## src/rtl/fc_layer_seq.sv

```systemverilog
// fc_layer_seq: sequencer around a combinational fully-connected neuron array.
//   LOAD   : streams IN activations into the x_vec register file.
//   SETTLE : holds x_vec for SETTLE cycles, then captures all NOUT results.
//   DRAIN  : emits the NOUT captured results one per beat (valid/ready).
// Ports:
//   clk, rst_n (async, active low), clear (sync abort)
//   in_valid/in_ready/in_data        activation stream
//   x_vec                            registered vector to the neuron array
//   z_vec                            neuron array results
//   out_valid/out_ready/out_data/out_idx/out_last  result stream
//   busy                             high unless idle in LOAD with nothing written
// Optional build macro: FC_SEQ_REQUANT_EN -- clip each result to 0..2^WIDTH-1.
module fc_layer_seq #(
  parameter int WIDTH  = 8,
  parameter int IN     = 128,
  parameter int NOUT   = 10,
  parameter int OW     = 23,
  parameter int SETTLE = 2
) (
  input  logic                     clk,
  input  logic                     rst_n,
  input  logic                     clear,
  input  logic                     in_valid,
  output logic                     in_ready,
  input  logic [WIDTH-1:0]         in_data,
  output logic [WIDTH*IN-1:0]      x_vec,
  input  logic [OW*NOUT-1:0]       z_vec,
  output logic                     out_valid,
  input  logic                     out_ready,
  output logic [OW-1:0]            out_data,
  output logic [$clog2(NOUT)-1:0]  out_idx,
  output logic                     out_last,
  output logic                     busy
);
  localparam int CW  = (IN > 1) ? $clog2(IN) : 1;
  localparam int IXW = $clog2(NOUT);

  typedef enum logic [1:0] {S_LOAD, S_SETTLE, S_DRAIN} state_t;

  state_t                     r_state;
  logic [CW-1:0]              r_wr_cnt;
  logic [3:0]                 r_settle_cnt;
  logic [IXW-1:0]             r_rd_idx;
  logic [IN-1:0][WIDTH-1:0]   r_x;
  logic [NOUT-1:0][OW-1:0]    r_res;
  logic                       r_in_ready;
  logic                       r_out_valid;
  logic [OW-1:0]              w_res;

  always_ff @(posedge clk or negedge rst_n) begin
    if (!rst_n) begin
      r_state      <= S_LOAD;
      r_wr_cnt     <= '0;
      r_settle_cnt <= '0;
      r_rd_idx     <= '0;
      r_x          <= '0;
      r_res        <= '0;
      r_in_ready   <= 1'b1;
      r_out_valid  <= 1'b0;
    end else if (clear) begin
      // Abort wins over any handshake this cycle; x_vec is left as is.
      r_state      <= S_LOAD;
      r_wr_cnt     <= '0;
      r_settle_cnt <= '0;
      r_rd_idx     <= '0;
      r_in_ready   <= 1'b1;
      r_out_valid  <= 1'b0;
    end else begin
      case (r_state)
        S_LOAD: begin
          if (in_valid && r_in_ready) begin
            r_x[r_wr_cnt] <= in_data;
            if (r_wr_cnt == CW'(IN-1)) begin
              r_wr_cnt     <= '0;
              r_settle_cnt <= 4'(SETTLE);
              r_in_ready   <= 1'b0;
              r_state      <= S_SETTLE;
            end else begin
              r_wr_cnt <= r_wr_cnt + 1'b1;
            end
          end
        end
        S_SETTLE: begin
          r_settle_cnt <= r_settle_cnt - 1'b1;
          // Last settle cycle: the array output is stable, take a snapshot.
          if (r_settle_cnt == 4'd1) begin
            r_res       <= z_vec;
            r_rd_idx    <= '0;
            r_out_valid <= 1'b1;
            r_state     <= S_DRAIN;
          end
        end
        S_DRAIN: begin
          if (out_ready) begin
            if (r_rd_idx == IXW'(NOUT-1)) begin
              r_rd_idx    <= '0;
              r_out_valid <= 1'b0;
              r_in_ready  <= 1'b1;
              r_state     <= S_LOAD;
            end else begin
              r_rd_idx <= r_rd_idx + 1'b1;
            end
          end
        end
        default: r_state <= S_LOAD;
      endcase
    end
  end

  assign w_res     = r_res[r_rd_idx];
  assign x_vec     = r_x;
  assign in_ready  = r_in_ready;
  assign out_valid = r_out_valid;
  assign out_idx   = r_rd_idx;
  assign out_last  = r_out_valid && (r_rd_idx == IXW'(NOUT-1));
  assign busy      = !((r_state == S_LOAD) && (r_wr_cnt == '0));

`ifdef FC_SEQ_REQUANT_EN
  localparam logic [OW-1:0] MAXV = {{(OW-WIDTH){1'b0}}, {WIDTH{1'b1}}};
  assign out_data = (w_res > MAXV) ? MAXV : w_res;
`else
  assign out_data = w_res;
`endif

endmodule

```

## config.mk

```make
export PLATFORM = sky130hd
export DESIGN_NAME = fc_layer_seq
export DESIGN_NICKNAME = d
export VERILOG_FILES = /design/src/rtl/fc_layer_seq.sv
export SDC_FILE = /design/constraint.sdc
export NUM_CORES = 1
export LEC_CHECK = 0
export ABC_AREA = 1
export CORE_AREA = 2 2 502 504
export DETAILED_ROUTE_END_ITERATION = 6
export DIE_AREA = 0 0 504 506
export PLACE_DENSITY = 0.44
export SYNTH_ARGS = -nofsm -noshare
export SYNTH_HDL_FRONTEND = slang
export SYNTH_SLANG_ARGS = --single-unit
```

## constraint.sdc

```tcl
create_clock -name clk -period 3.4 [get_ports clk]
set_input_delay 0.68 -clock clk [delete_from_list [all_inputs] [get_ports clk]]
set_output_delay 0.68 -clock clk [all_outputs]
set_load 0.02 [all_outputs]
```

==> impl_metrics.env <==
export IMPL_die_height_um=506
export IMPL_worst_hold_endpoint="r_res[196]"
export IMPL_min_period_over_period_pct=97.9
export IMPL_finalSetupViolations=0
export IMPL_wl_per_cell_um=23.4
export IMPL_hold_path_class="input port to flop"
export IMPL_globalplace_congestion=0.836
export IMPL_dp_hpwl_um=169000
export IMPL_clock_sinks=1273
export IMPL_fin_crit_ps=3330
export IMPL_max_slew_worst_pin_slew_ps=974
export IMPL_clock_tree_from_tritoncts="built"
export IMPL_design_die_area_um2=255000
export IMPL_r2r_slack_ps=780
export IMPL_die_x_um=504
export IMPL_r2r_cells=6
export IMPL_synth_main_ff_cell="sky130_fd_sc_hd__dfrtp_1"
export IMPL_post_route_antenna_net_violation_count=0
export IMPL_drt_iter0_markers=3377
export IMPL_total_global_route_track_usage_pct=17.8
export IMPL_clock_latency_ps=810
export IMPL_cts_root_buf="sky130_fd_sc_hd__clkbuf_16"
export IMPL_grt_ovfl_total=0
export IMPL_first_pass_grt_wire_length_um=327000
export IMPL_grt_start_max_net_pins=104
export IMPL_synth_warning_count=0
export IMPL_post_synth_instance_area_um2=48900
export IMPL_synthTopCellsByArea="sky130_fd_sc_hd__dfrtp_1 (65%), sky130_fd_sc_hd__o21ai_0 (12%), sky130_fd_sc_hd__nand2_1 (12%)"
export IMPL_drt_drc_violations_left=0
export IMPL_number_of_flops_mapped_to_enable_cells_by_yosys=0
export IMPL_timing_setup_critical_path_class="flop to output port"
export IMPL_setup_worst_path_start_class="flop"
export IMPL_layout_area_overhead_vs_synth_pct=47.5
export IMPL_synth_net_count=5509
export IMPL_power_density_cell_area_nw_per_um2=542
export IMPL_p_leak_nw=31.6
export IMPL_detailroute_via_count=42040
export IMPL_final_net_count=6805
export IMPL_cts_buffers_inserted=152
export IMPL_synth_top_cell_by_area="sky130_fd_sc_hd__dfrtp_1"
export IMPL_detail_route_vias_per_cell=4.19
export IMPL_hold_path_depth=3
export IMPL_core_area_um2=250000
export IMPL_crit_fanout=22
export IMPL_vdd_ir_drop_max_uv=440
export IMPL_cp_required_ps=2720
export IMPL_number_of_global_route_vias_before_repair=41450
export IMPL_postSynthAreaPerCell_um2=9.31
export IMPL_detailed_place_area_um2=66800
export IMPL_cap_violations=0
export IMPL_number_of_antenna_violations_at_the_first_check_in_global_routing=33
export IMPL_run_status="finished clean"
export IMPL_synthArstFlopShare_pct=100
export IMPL_nFillCells=26592
export IMPL_final_hold_worst_slack_ps=422
export IMPL_synth_cell_types=29
export IMPL_final_cells=10033
export IMPL_stdcell_area_um2=72200
export IMPL_yosys_cell_count_top_type="sky130_fd_sc_hd__nand2_1"
export IMPL_initial_utilization_pct=19.6
export IMPL_synth_cells_most_frequent="sky130_fd_sc_hd__nand2_1 (1584), sky130_fd_sc_hd__dfrtp_1 (1272), sky130_fd_sc_hd__o21ai_0 (1214)"
export IMPL_synth_top_cell_area_share_pct=65.0
export IMPL_timing_fmax_ghz=0.300
export IMPL_detail_route_wirelength_um=235000
export IMPL_synth_ff_latch_count=1273
export IMPL_drive_above_1_share_pct=7.55
export IMPL_clock_transition_at_path_regs_ps=60
export IMPL_max_slew_margin_rel_pct=34.6
export IMPL_h_tree_depth=4
export IMPL_power_total_mw=39.2
export IMPL_synth_seq_area_share_pct=65.1
export IMPL_drt_pass1_iter_count=5
export IMPL_largest_clock_skew_in_the_final_design_ps=42.8
export IMPL_timing_critical_path_arrival_ps=2650
export IMPL_postSynthCellCount=5260
export IMPL_holdCritStartpoint="z_vec[196]"
export IMPL_reg2reg_to="x_vec[77]"
export IMPL_boundaryPins=1298
export IMPL_placement_io_buffers=1297
export IMPL_dp_cells=9736
export IMPL_rsz_0062_raised_after_global_routing="false"
export IMPL_r2r_start="r_state[1]"
export IMPL_fp_row_count=184
export IMPL_report_final_slew_viol_count=0
export IMPL_max_clock_path_buffers=3
export IMPL_finalHoldViolCount=0
export IMPL_endpoint_kind="output port"
export IMPL_layout_core_utilization_pct=28.9
[area by class of cell]
| class | instances | area [um^2] | share of cell area (%) |
|---|---|---|---|
| Timing Repair Buffer | 1498 | 15300 | 21.2 |
| Multi-Input combinational cell | 3351 | 14600 | 20.2 |
| Clock inverter | 47 | 672 | 0.930 |
| Tap cell | 3348 | 4190 | 5.80 |
| Antenna cell | 11 | 27.5 | 0.0381 |
| Sequential cell | 1273 | 31900 | 44.1 |
| Inverter | 280 | 1080 | 1.50 |
| Clock buffer | 225 | 4430 | 6.13 |
[kinds of logic after synthesis]
group / after synthesis / share of synthesized area (%)
compound gates: 1297 / 13.3
flops: 1273 / 65.1
xor+xnor: 2 / 0.0358
simple gates: 2046 / 16.2
buf+inv: 636 / 5.24
fa+ha+maj: 6 / 0.153
[routing by layer]
metal  vias up  wire (um)  GRT usage, %
met5         -        109             0
met4        18      10200          7.65
met3       342      16400          4.85
met2      1525     108000          28.6
met1     20629      99700          22.4
li1      19526          -             -
[registers in the layout, summed over array words and instances, names as in the netlist]
register,count
r_res,230
out_idx,4
out_valid,1
x_vec,1024
r_settle_cnt,4
r_wr_cnt,7
r_state,2
in_ready,1
[layout by cell type (no fill, tap or decap), types with 9 or more instances in the layout]
cell	Yosys	layout
sky130_fd_sc_hd__clkdlybuf4s50_1	0	1271
sky130_fd_sc_hd__clkbuf_1	233	39
sky130_fd_sc_hd__nand3_2	0	9
sky130_fd_sc_hd__diode_2	0	11
sky130_fd_sc_hd__buf_4	11	134
sky130_fd_sc_hd__a21oi_1	77	77
sky130_fd_sc_hd__nand4_1	35	35
sky130_fd_sc_hd__buf_12	0	58
sky130_fd_sc_hd__clkbuf_16	0	155
sky130_fd_sc_hd__o21ai_0	1214	1211
sky130_fd_sc_hd__nor2_1	328	327
sky130_fd_sc_hd__inv_1	277	267
sky130_fd_sc_hd__dfrtp_1	1272	1268
sky130_fd_sc_hd__nand2_1	1584	1578
sky130_fd_sc_hd__clkbuf_8	0	33
sky130_fd_sc_hd__clkdlybuf4s15_2	0	11
sky130_fd_sc_hd__nand3_1	88	78
sky130_fd_sc_hd__clkinv_2	0	18
[critical path, cell delays in order (launching register included)]
cell,delay (ps)
sky130_fd_sc_hd__dfrtp_4,440
sky130_fd_sc_hd__buf_12,140
sky130_fd_sc_hd__clkinvlp_4,130
sky130_fd_sc_hd__buf_12,190
sky130_fd_sc_hd__o21ai_1,280
sky130_fd_sc_hd__nand3_1,110
sky130_fd_sc_hd__nand3_1,140
sky130_fd_sc_hd__nand2_1,120
sky130_fd_sc_hd__clkdlybuf4s15_2,280
[how the worst max path moves through the flow]
| stage | endpoint | start | cells after the start | slack [ps] |
|---|---|---|---|---|
| global route | out_data[0] | out_idx[0] | 8 | 6 |
| CTS | out_data[11] | out_idx[0] | 8 | -20 |
| floorplan | out_last | out_idx[1] | 6 | 920 |
| detailed placement | x_vec[390] | in_valid | 8 | 250 |
| global placement | x_vec[198] | in_valid | 9 | 280 |
| finish | out_data[0] | out_idx[0] | 8 | 70 |
[metrics by stage]
step | setup TNS, ps | setup slack [ps]
2_1_floorplan | 0 | 925
3_3_place_gp | 0 | 279
3_5_place_dp | 0 | 246
4_1_cts | -34.3 | -17.8
5_1_grt | 0 | 6.23
6_report | 0 | 70.7
[repair_timing]
item	CTS	global route
setup buffers	8	1
pin swaps	1	2
endpoints found under the hold margin	59	0
cloned	2	2
hold buffers	1	0
setup endpoints to repair	24	22
gates resized for setup	77	28
[where the power goes]
group          internal [mW]  switching, mW  total (mW)
Sequential              16.4          0.734        17.2
Combinational           1.82           3.44        5.26
Clock                   9.64           7.11        16.8
Total                   27.9           11.3        39.2
Power figures use the tool's default switching activity.
